<file path="config.mk">
export PLATFORM = sky130hd
export DESIGN_NAME = bsg_swizzle_calib_ctrl_flat
export DESIGN_NICKNAME = d
export VERILOG_FILES = /design/src/rtl/bsg_swizzle_calib_ctrl_pkg.sv /design/src/rtl/bsg_swizzle_calib_ctrl_if.sv /design/src/rtl/bsg_swizzle_onehot_encode.sv /design/src/rtl/bsg_swizzle_calib_ctrl.sv /design/src/flat_wrapper.sv
export SDC_FILE = /design/constraint.sdc
export NUM_CORES = 1
export LEC_CHECK = 0
export ABC_AREA = 1
export BUFFER_PORTS_ARGS = -buffer_cell sky130_fd_sc_hd__buf_2
export CORE_MARGIN = 1
export CORE_UTILIZATION = 48
export CTS_CLUSTER_SIZE = 10
export DETAILED_ROUTE_END_ITERATION = 12
export PLACE_DENSITY = 0.7
export SLEW_MARGIN = 20
export SYNTH_ARGS = -nofsm -noshare
export SYNTH_HDL_FRONTEND = slang
export SYNTH_SLANG_ARGS = --single-unit
</file>
<file path="constraint.sdc">
create_clock -name clk_i -period 2.96 [get_ports clk_i]
set_input_delay 0.444 -clock clk_i [delete_from_list [all_inputs] [get_ports clk_i]]
set_output_delay 0.444 -clock clk_i [all_outputs]
set_load 0.02 [all_outputs]
</file>
<file path="src/rtl/bsg_swizzle_calib_ctrl_pkg.sv">
// bsg_swizzle_calib_pkg
//   Shared definitions for the comm-link swizzle calibration controller:
//   the sequencer state enum, the lane-index width helper and the fixed
//   lane numbering of one channel (clk, v, then data bits).
package bsg_swizzle_calib_pkg;

  typedef enum logic [2:0] {
    IDLE,
    DRIVE,
    CHECK,
    DONE,
    ERROR
  } calib_state_e;

  // Lane numbering inside one channel bundle.
  localparam int unsigned LANE_CLK       = 0;
  localparam int unsigned LANE_V         = 1;
  localparam int unsigned LANE_DATA_BASE = 2;

  // Bits needed to name one lane (never less than one bit).
  function automatic int lane_idx_width(input int lanes);
    return (lanes > 1) ? $clog2(lanes) : 1;
  endfunction

endpackage

</file>
<file path="src/rtl/bsg_swizzle_calib_ctrl_if.sv">
// bsg_swizzle_calib_ctrl_if
//   Bundles the request/status/pattern signals of the calibration
//   controller.
//   start_i      : calibration request pulse
//   rx_pattern_i : incoming channel wires, already synchronized
//   tx_pattern_o : outgoing channel drive during calibration
//   busy_o       : calibration in progress
//   done_o       : map valid (sticky)
//   error_o      : calibration failed (sticky)
//   err_lane_o   : tx lane at which the failure was detected
//   map_o        : slice k = rx lane on which tx lane k arrived
//   Modports: slave = the controller, master = whoever requests calibration
//   and provides the looped-back channel.
interface bsg_swizzle_calib_ctrl_if
  import bsg_swizzle_calib_pkg::*;
#(
  parameter int lanes_p     = 11,
  parameter int lg_lanes_lp = lane_idx_width(lanes_p)
);

  logic                           start_i;
  logic [lanes_p-1:0]             rx_pattern_i;
  logic [lanes_p-1:0]             tx_pattern_o;
  logic                           busy_o;
  logic                           done_o;
  logic                           error_o;
  logic [lg_lanes_lp-1:0]         err_lane_o;
  logic [lanes_p*lg_lanes_lp-1:0] map_o;

  modport slave (
    input  start_i, rx_pattern_i,
    output tx_pattern_o, busy_o, done_o, error_o, err_lane_o, map_o
  );

  modport master (
    output start_i, rx_pattern_i,
    input  tx_pattern_o, busy_o, done_o, error_o, err_lane_o, map_o
  );

endinterface

</file>
<file path="src/rtl/bsg_swizzle_onehot_encode.sv">
// bsg_swizzle_onehot_encode
//   Combinational check that a lane vector has exactly one bit set, plus
//   the index of the set bit.
//   vec_i     : lane vector (lanes_p bits)
//   one_hot_o : exactly one bit of vec_i is set
//   idx_o     : index of the highest set bit; meaningful only with one_hot_o
module bsg_swizzle_onehot_encode
  import bsg_swizzle_calib_pkg::*;
#(
  parameter int lanes_p     = 11,
  parameter int lg_lanes_lp = lane_idx_width(lanes_p)
) (
  input  logic [lanes_p-1:0]     vec_i,
  output logic                   one_hot_o,
  output logic [lg_lanes_lp-1:0] idx_o
);

  assign one_hot_o = ($countones(vec_i) == 1);

  always_comb begin
    idx_o = '0;
    for (int i = 0; i < lanes_p; i++) begin
      if (vec_i[i]) begin
        idx_o = lg_lanes_lp'(i);
      end
    end
  end

endmodule

</file>
<file path="src/rtl/bsg_swizzle_calib_ctrl.sv">
// bsg_swizzle_calib_ctrl
//   Discovers the pin permutation of one comm-link channel by walking a
//   single one across the tx lanes, holding each for hold_cycles_p cycles
//   and sampling where it shows up on rx at the end of the hold. The
//   resulting map is published once every rx lane was hit exactly once.
//   clk_i     : core clock
//   reset_n_i : asynchronous active-low reset
//   cal_if    : request, channel patterns, status and map (slave modport)
module bsg_swizzle_calib_ctrl
  import bsg_swizzle_calib_pkg::*;
#(
  parameter int lanes_p       = 11,
  parameter int hold_cycles_p = 16
) (
  input logic                     clk_i,
  input logic                     reset_n_i,
  bsg_swizzle_calib_ctrl_if.slave cal_if
);

  localparam int lg_lanes_lp = lane_idx_width(lanes_p);
  localparam int cnt_w_lp    = lane_idx_width(hold_cycles_p);

  calib_state_e                      state_q, state_d;
  logic [lg_lanes_lp-1:0]            lane_q, lane_d;
  logic [cnt_w_lp-1:0]               cnt_q, cnt_d;
  logic [lanes_p-1:0][lg_lanes_lp-1:0] map_q, map_d;
  logic [lanes_p-1:0]                seen_q, seen_d;
  logic [lanes_p-1:0]                tx_q, tx_d;
  logic                              busy_q, busy_d;
  logic                              done_q, done_d;
  logic                              error_q, error_d;
  logic [lg_lanes_lp-1:0]            err_lane_q, err_lane_d;

  logic                              rx_one_hot;
  logic [lg_lanes_lp-1:0]            rx_idx;
  logic                              sample_now;

  bsg_swizzle_onehot_encode #(
    .lanes_p    (lanes_p),
    .lg_lanes_lp(lg_lanes_lp)
  ) u_rx_encode (
    .vec_i    (cal_if.rx_pattern_i),
    .one_hot_o(rx_one_hot),
    .idx_o    (rx_idx)
  );

  // Last cycle of the hold window for the current lane.
  assign sample_now = (cnt_q == cnt_w_lp'(hold_cycles_p - 1));

  always_comb begin
    state_d    = state_q;
    lane_d     = lane_q;
    cnt_d      = cnt_q;
    map_d      = map_q;
    seen_d     = seen_q;
    done_d     = done_q;
    error_d    = error_q;
    err_lane_d = err_lane_q;

    unique case (state_q)
      IDLE, DONE, ERROR: begin
        // The old map stays visible until each slice is rewritten.
        if (cal_if.start_i) begin
          state_d    = DRIVE;
          lane_d     = '0;
          cnt_d      = '0;
          seen_d     = '0;
          done_d     = 1'b0;
          error_d    = 1'b0;
          err_lane_d = '0;
        end
      end

      DRIVE: begin
        if (sample_now) begin
          // A lane is accepted only if it lands on a single, fresh rx wire;
          // a second hit on the same rx wire means two tx lanes are shorted.
          if (rx_one_hot && !seen_q[rx_idx]) begin
            map_d[lane_q]  = rx_idx;
            seen_d[rx_idx] = 1'b1;
            if (lane_q == lg_lanes_lp'(lanes_p - 1)) begin
              state_d = CHECK;
            end else begin
              lane_d = lane_q + lg_lanes_lp'(1);
              cnt_d  = '0;
            end
          end else begin
            state_d    = ERROR;
            error_d    = 1'b1;
            err_lane_d = lane_q;
          end
        end else begin
          cnt_d = cnt_q + cnt_w_lp'(1);
        end
      end

      CHECK: begin
        if (&seen_q) begin
          state_d = DONE;
          done_d  = 1'b1;
        end else begin
          state_d    = ERROR;
          error_d    = 1'b1;
          err_lane_d = lg_lanes_lp'(lanes_p - 1);
        end
      end

      default: begin
        state_d = IDLE;
      end
    endcase

    // Outputs are registered, so they are derived from the next state.
    busy_d = (state_d == DRIVE) || (state_d == CHECK);
    tx_d   = '0;
    if (state_d == DRIVE) begin
      tx_d[lane_d] = 1'b1;
    end
  end

  always_ff @(posedge clk_i or negedge reset_n_i) begin
    if (!reset_n_i) begin
      state_q    <= IDLE;
      lane_q     <= '0;
      cnt_q      <= '0;
      seen_q     <= '0;
      tx_q       <= '0;
      busy_q     <= 1'b0;
      done_q     <= 1'b0;
      error_q    <= 1'b0;
      err_lane_q <= '0;
      // Identity map until a calibration says otherwise.
      for (int k = 0; k < lanes_p; k++) begin
        map_q[k] <= lg_lanes_lp'(k);
      end
    end else begin
      state_q    <= state_d;
      lane_q     <= lane_d;
      cnt_q      <= cnt_d;
      seen_q     <= seen_d;
      tx_q       <= tx_d;
      busy_q     <= busy_d;
      done_q     <= done_d;
      error_q    <= error_d;
      err_lane_q <= err_lane_d;
      map_q      <= map_d;
    end
  end

  assign cal_if.tx_pattern_o = tx_q;
  assign cal_if.busy_o       = busy_q;
  assign cal_if.done_o       = done_q;
  assign cal_if.error_o      = error_q;
  assign cal_if.err_lane_o   = err_lane_q;
  assign cal_if.map_o        = map_q;

endmodule

</file>
<file path="src/flat_wrapper.sv">
// flat-port wrapper written by rule: the top's interface ports become plain ports
module bsg_swizzle_calib_ctrl_flat import bsg_swizzle_calib_pkg::*;
#(
  parameter int lanes_p       = 11,
  parameter int hold_cycles_p = 16
)
  (clk_i, reset_n_i, cal_if_start_i, cal_if_rx_pattern_i, cal_if_tx_pattern_o, cal_if_busy_o, cal_if_done_o, cal_if_error_o, cal_if_err_lane_o, cal_if_map_o);
  bsg_swizzle_calib_ctrl_if #(.lanes_p(lanes_p)) cal_if_i ();
  input logic clk_i;
  input logic reset_n_i;
  input wire logic [$bits(cal_if_i.start_i)-1:0] cal_if_start_i;
  input wire logic [$bits(cal_if_i.rx_pattern_i)-1:0] cal_if_rx_pattern_i;
  output wire logic [$bits(cal_if_i.tx_pattern_o)-1:0] cal_if_tx_pattern_o;
  output wire logic [$bits(cal_if_i.busy_o)-1:0] cal_if_busy_o;
  output wire logic [$bits(cal_if_i.done_o)-1:0] cal_if_done_o;
  output wire logic [$bits(cal_if_i.error_o)-1:0] cal_if_error_o;
  output wire logic [$bits(cal_if_i.err_lane_o)-1:0] cal_if_err_lane_o;
  output wire logic [$bits(cal_if_i.map_o)-1:0] cal_if_map_o;
  assign cal_if_i.start_i = cal_if_start_i;
  assign cal_if_i.rx_pattern_i = cal_if_rx_pattern_i;
  assign cal_if_tx_pattern_o = cal_if_i.tx_pattern_o;
  assign cal_if_busy_o = cal_if_i.busy_o;
  assign cal_if_done_o = cal_if_i.done_o;
  assign cal_if_error_o = cal_if_i.error_o;
  assign cal_if_err_lane_o = cal_if_i.err_lane_o;
  assign cal_if_map_o = cal_if_i.map_o;
  bsg_swizzle_calib_ctrl #(.lanes_p(lanes_p), .hold_cycles_p(hold_cycles_p)) u_core (.clk_i(clk_i), .reset_n_i(reset_n_i), .cal_if(cal_if_i));
endmodule
</file>
==> results.py <==
metrics = {
    "logic_synthesis": {
        "synth_xor_area_frac": 0.00209,
        "netlist_area_um2": 4180,
        "synth_fa_ha_area_frac": 0.0586,
        "seq_area_frac_synth": 0.508,
        "synthSimpleGateAreaFrac": 0.250,
        "syn_inst": 486,
        "yosys_warnings": 0,
        "avgSynthCellArea_um2": 8.61,
        "synth.mux.area_fraction": 0,
        "synth_compound_area_frac": 0.104,
        "synth_nets": 516,
        "synth_top_family_by_area": "simple AND/OR/NAND/NOR gates",
        "yosysUniqueCellTypes": 31,
        "synth_seq_cells": 84,
    },
    "floorplan": {
        "die-area_um2": 9090,
        "row_count": 33,
        "die_h_um": 95.4,
        "io_pins": 76,
        "die_w_um": 95.4,
        "core_region_area_um2": 8340,
        "start_util": 0.502,
    },
    "critical_path": {
        "required_ns": 3.25,
        "ff2ff_path_depth": 11,
        "start_kind": "primary input",
        "r2r-start": "u_core.state_q[1]$_DFF_PN0_",
        "critPathMaxStageDelay_ns": 0.49,
        "ff2ff_setup_slack_ns": 0.47,
        "path_class": "primary input to flop",
        "endpoint_kind": "flop",
        "path_buf_inv": 8,
        "reg2reg_to": "u_core.seen_q[2]$_DFFE_PN0P_",
        "slowest_stage": "fa_1",
        "arrival_ns": 4.59,
        "crit_family": "adder cells",
        "worstPathMaxFanout": 7,
    },
    "final_layout": {
        "syn2layout_area_growth_pct": 33.0,
        "final_common_cell": "buf_2",
        "fin_nets": 621,
        "nFillCells": 687,
        "n_antenna_cell": 0,
        "final_cell_mix": "buf_2 (73), dfrtp_1 (67), nand2_1 (64)",
        "utilization": 0.667,
        "drive_gt1_frac": 0.441,
    },
    "pwr": {
        "intPower_mw": 2.07,
        "power_mw": 3.34,
        "switchingPower_mw": 1.27,
        "powerDensity_nw_per_um2": 600,
        "p_sw_frac": 0.381,
        "clock_power_share": 0.262,
        "irDropWorstVdd_mv": 0.376,
        "p_leak_nw": 2.77,
        "p_seq_frac": 0.388,
        "p_comb_frac": 0.350,
    },
    "run_status": {
        "violations": "negative setup slack",
        "outcome": "finished, violations left",
    },
    "grt": {
        "grt.total_usage": 0.236,
        "antenna_found_initial": 0,
        "grt_first_pass_wirelength_mm": 16.4,
        "grt_pass1_vias": 3574,
        "grt_max_degree": 85,
        "grt_overflow": 0,
    },
    "timing": {
        "drv_slew": 0,
        "fin_crit_ns": 4.29,
        "hold_viol": 0,
        "worst_slack_ns": -1.33,
        "fmax_mhz": 233,
        "setup_viol": 83,
        "tightest_slew_ns": 0.786,
        "fin_hold_ws_ns": 0.0936,
        "grt_setup_unrepaired": "yes",
        "fin_crit_sh": 1.45,
        "slew_headroom": 0.474,
        "skew_ns": 0.00790,
    },
    "detailed_routing": {
        "ant_nets": 0,
        "wl_mm": 10.2,
        "vias": 3656,
        "first_iter_violations": 156,
        "vias_per_cell": 5.22,
        "wire_per_inst_um": 14.5,
        "post-route-drc-count": 0,
        "first_pass_iters": 4,
    },
    "clocking": {
        "cts_tree": "done",
        "hold_buffers": 0,
        "cts-root-buf": "clkbuf_8",
        "worst_skew_pair.late_latency_ns": 0.36,
        "clockBufferDepth": 2,
        "cts_sinks": 84,
        "cts_made_buffers": 9,
        "clk_pin_slew_ns": 0.10,
        "h-tree-depth": 3,
    },
    "flow_run": {
        "maxCapViolCount": 0,
    },
    "place": {
        "io_buffers": 75,
        "dp_slack_ns": -1.73,
        "detailed_place_hpwl_mm": 6.98,
        "place_congestion": 0.879,
    },
    "hold_path": {
        "min_path_type": "primary input to async pin",
    },
}
## sequential cells by signal, summed over array words and instances, names as in the netlist
| signal | count |
|---|---|
| u_core.lane_q | 4 |
| u_core.cal_if.map_o | 44 |
| u_core.cal_if.error_o | 1 |
| u_core.state_q | 3 |
| u_core.cal_if.done_o | 1 |
| u_core.seen_q | 11 |
| u_core.cal_if.err_lane_o | 4 |
| u_core.cal_if.busy_o | 1 |
| u_core.cnt_q | 4 |
| u_core.cal_if.tx_pattern_o | 11 |
## cell type report
| cell class | instances | area [um^2] | area share |
|---|---|---|---|
| multi-input combinational | 321 | 2170 | 0.391 |
| clock inverter | 7 | 86.3 | 0.0155 |
| inverter | 71 | 272 | 0.0488 |
| sequential | 84 | 2120 | 0.382 |
| timing repair buffer | 104 | 652 | 0.117 |
| clock buffer | 9 | 124 | 0.0223 |
| tap | 105 | 131 | 0.0236 |
## kinds of logic (layout without fill, tap and decap cells)
kind of cell / after synthesis / count (layout)
simple gates: 222 / 222
buf+inv: 81 / 191
flops: 84 / 84
fa+ha+maj: 16 / 16
xor+xnor: 1 / 1
compound gates: 82 / 82
## layer usage
| layer | wire, um | vias to the layer above | part of all wire | GRT usage |
|---|---|---|---|---|
| met5 | 0 | - | 0 | 0 |
| met4 | 142 | 0 | 0.014 | 0.0884 |
| met3 | 489 | 15 | 0.048 | 0.0534 |
| met2 | 4900 | 93 | 0.48 | 0.379 |
| met1 | 4640 | 1770 | 0.46 | 0.311 |
| li1 | - | 1778 | - | - |
## what timing repair did
action,in CTS,in global routing
gates cloned,1,1
gates resized for setup,56,55
pin swaps,14,16
endpoints found under the setup margin,83,83
setup buffers,6,4
## worst max-delay path by stage
| stage | start | end | slack [ns] | cells past startpoint |
|---|---|---|---|---|
| finish | cal_if_rx_pattern_i[1] | u_core.seen_q[1]$_DFFE_PN0P_ | -1.33 | 25 |
| global route | cal_if_rx_pattern_i[1] | u_core.cal_if.tx_pattern_o[0]$_DFF_PN0_ | -1.60 | 24 |
| CTS | cal_if_rx_pattern_i[1] | u_core.cal_if.tx_pattern_o[6]$_DFF_PN0_ | -1.29 | 24 |
| detailed placement | cal_if_rx_pattern_i[1] | u_core.cal_if.tx_pattern_o[3]$_DFF_PN0_ | -1.73 | 26 |
| global placement | cal_if_rx_pattern_i[1] | u_core.cal_if.tx_pattern_o[0]$_DFF_PN0_ | -1.59 | 26 |
| floorplan | cal_if_rx_pattern_i[1] | u_core.cal_if.map_o[5]$_DFFE_PN0P_ | -1.28 | 23 |
## synthesized netlist by cell type
cell,instances,share of area
o21ai_2,1,0.0021
o31ai_1,1,0.0018
dfrtp_1,67,0.40
nor2_1,41,0.037
nor2_4,2,0.0054
nand3b_1,2,0.0036
buf_6,2,0.0054
nand4_1,10,0.015
o21ai_1,44,0.053
nand2_1,107,0.096
a21oi_2,3,0.0063
o21ai_0,7,0.0084
dfstp_2,17,0.11
buf_2,1,0.0012
xor2_1,1,0.0021
a21oi_1,24,0.029
fa_1,6,0.029
nand3_1,30,0.036
nand2_4,2,0.0054
o211ai_1,1,0.0018
ha_1,10,0.030
buf_4,1,0.0018
inv_1,69,0.062
nor4_1,2,0.0030
nor2_2,5,0.0075
nand2_2,4,0.0060
nand3_2,13,0.031
clkbuf_1,6,0.0054
inv_2,2,0.0018
a211o_1,1,0.0021
nor3_1,4,0.0048
## power by group through the flow
stage / sequential (mW) / clock (mW) / combinational (mW)
floorplan: 1.33 / 0 / 0.649
global placement: 1.31 / 0 / 0.934
detailed placement: 1.31 / 0 / 0.952
CTS: 1.29 / 0.878 / 1.06
global route: 1.30 / 0.930 / 1.30
finish: 1.29 / 0.875 / 1.17
## per-stage QoR
| stage | instances | TNS, ns | instance area, um^2 |
|---|---|---|---|
| 2_1_floorplan | 486 | -100.51 | 4260 |
| 3_3_place_gp | 676 | -124.21 | 4870 |
| 3_5_place_dp | 676 | -132.35 | 4870 |
| 4_1_cts | 698 | -98.79 | 5380 |
| 5_1_grt | 701 | -122.20 | 5560 |
| 6_report | 701 | -102.41 | 5560 |
Power figures use the tool's default switching activity.
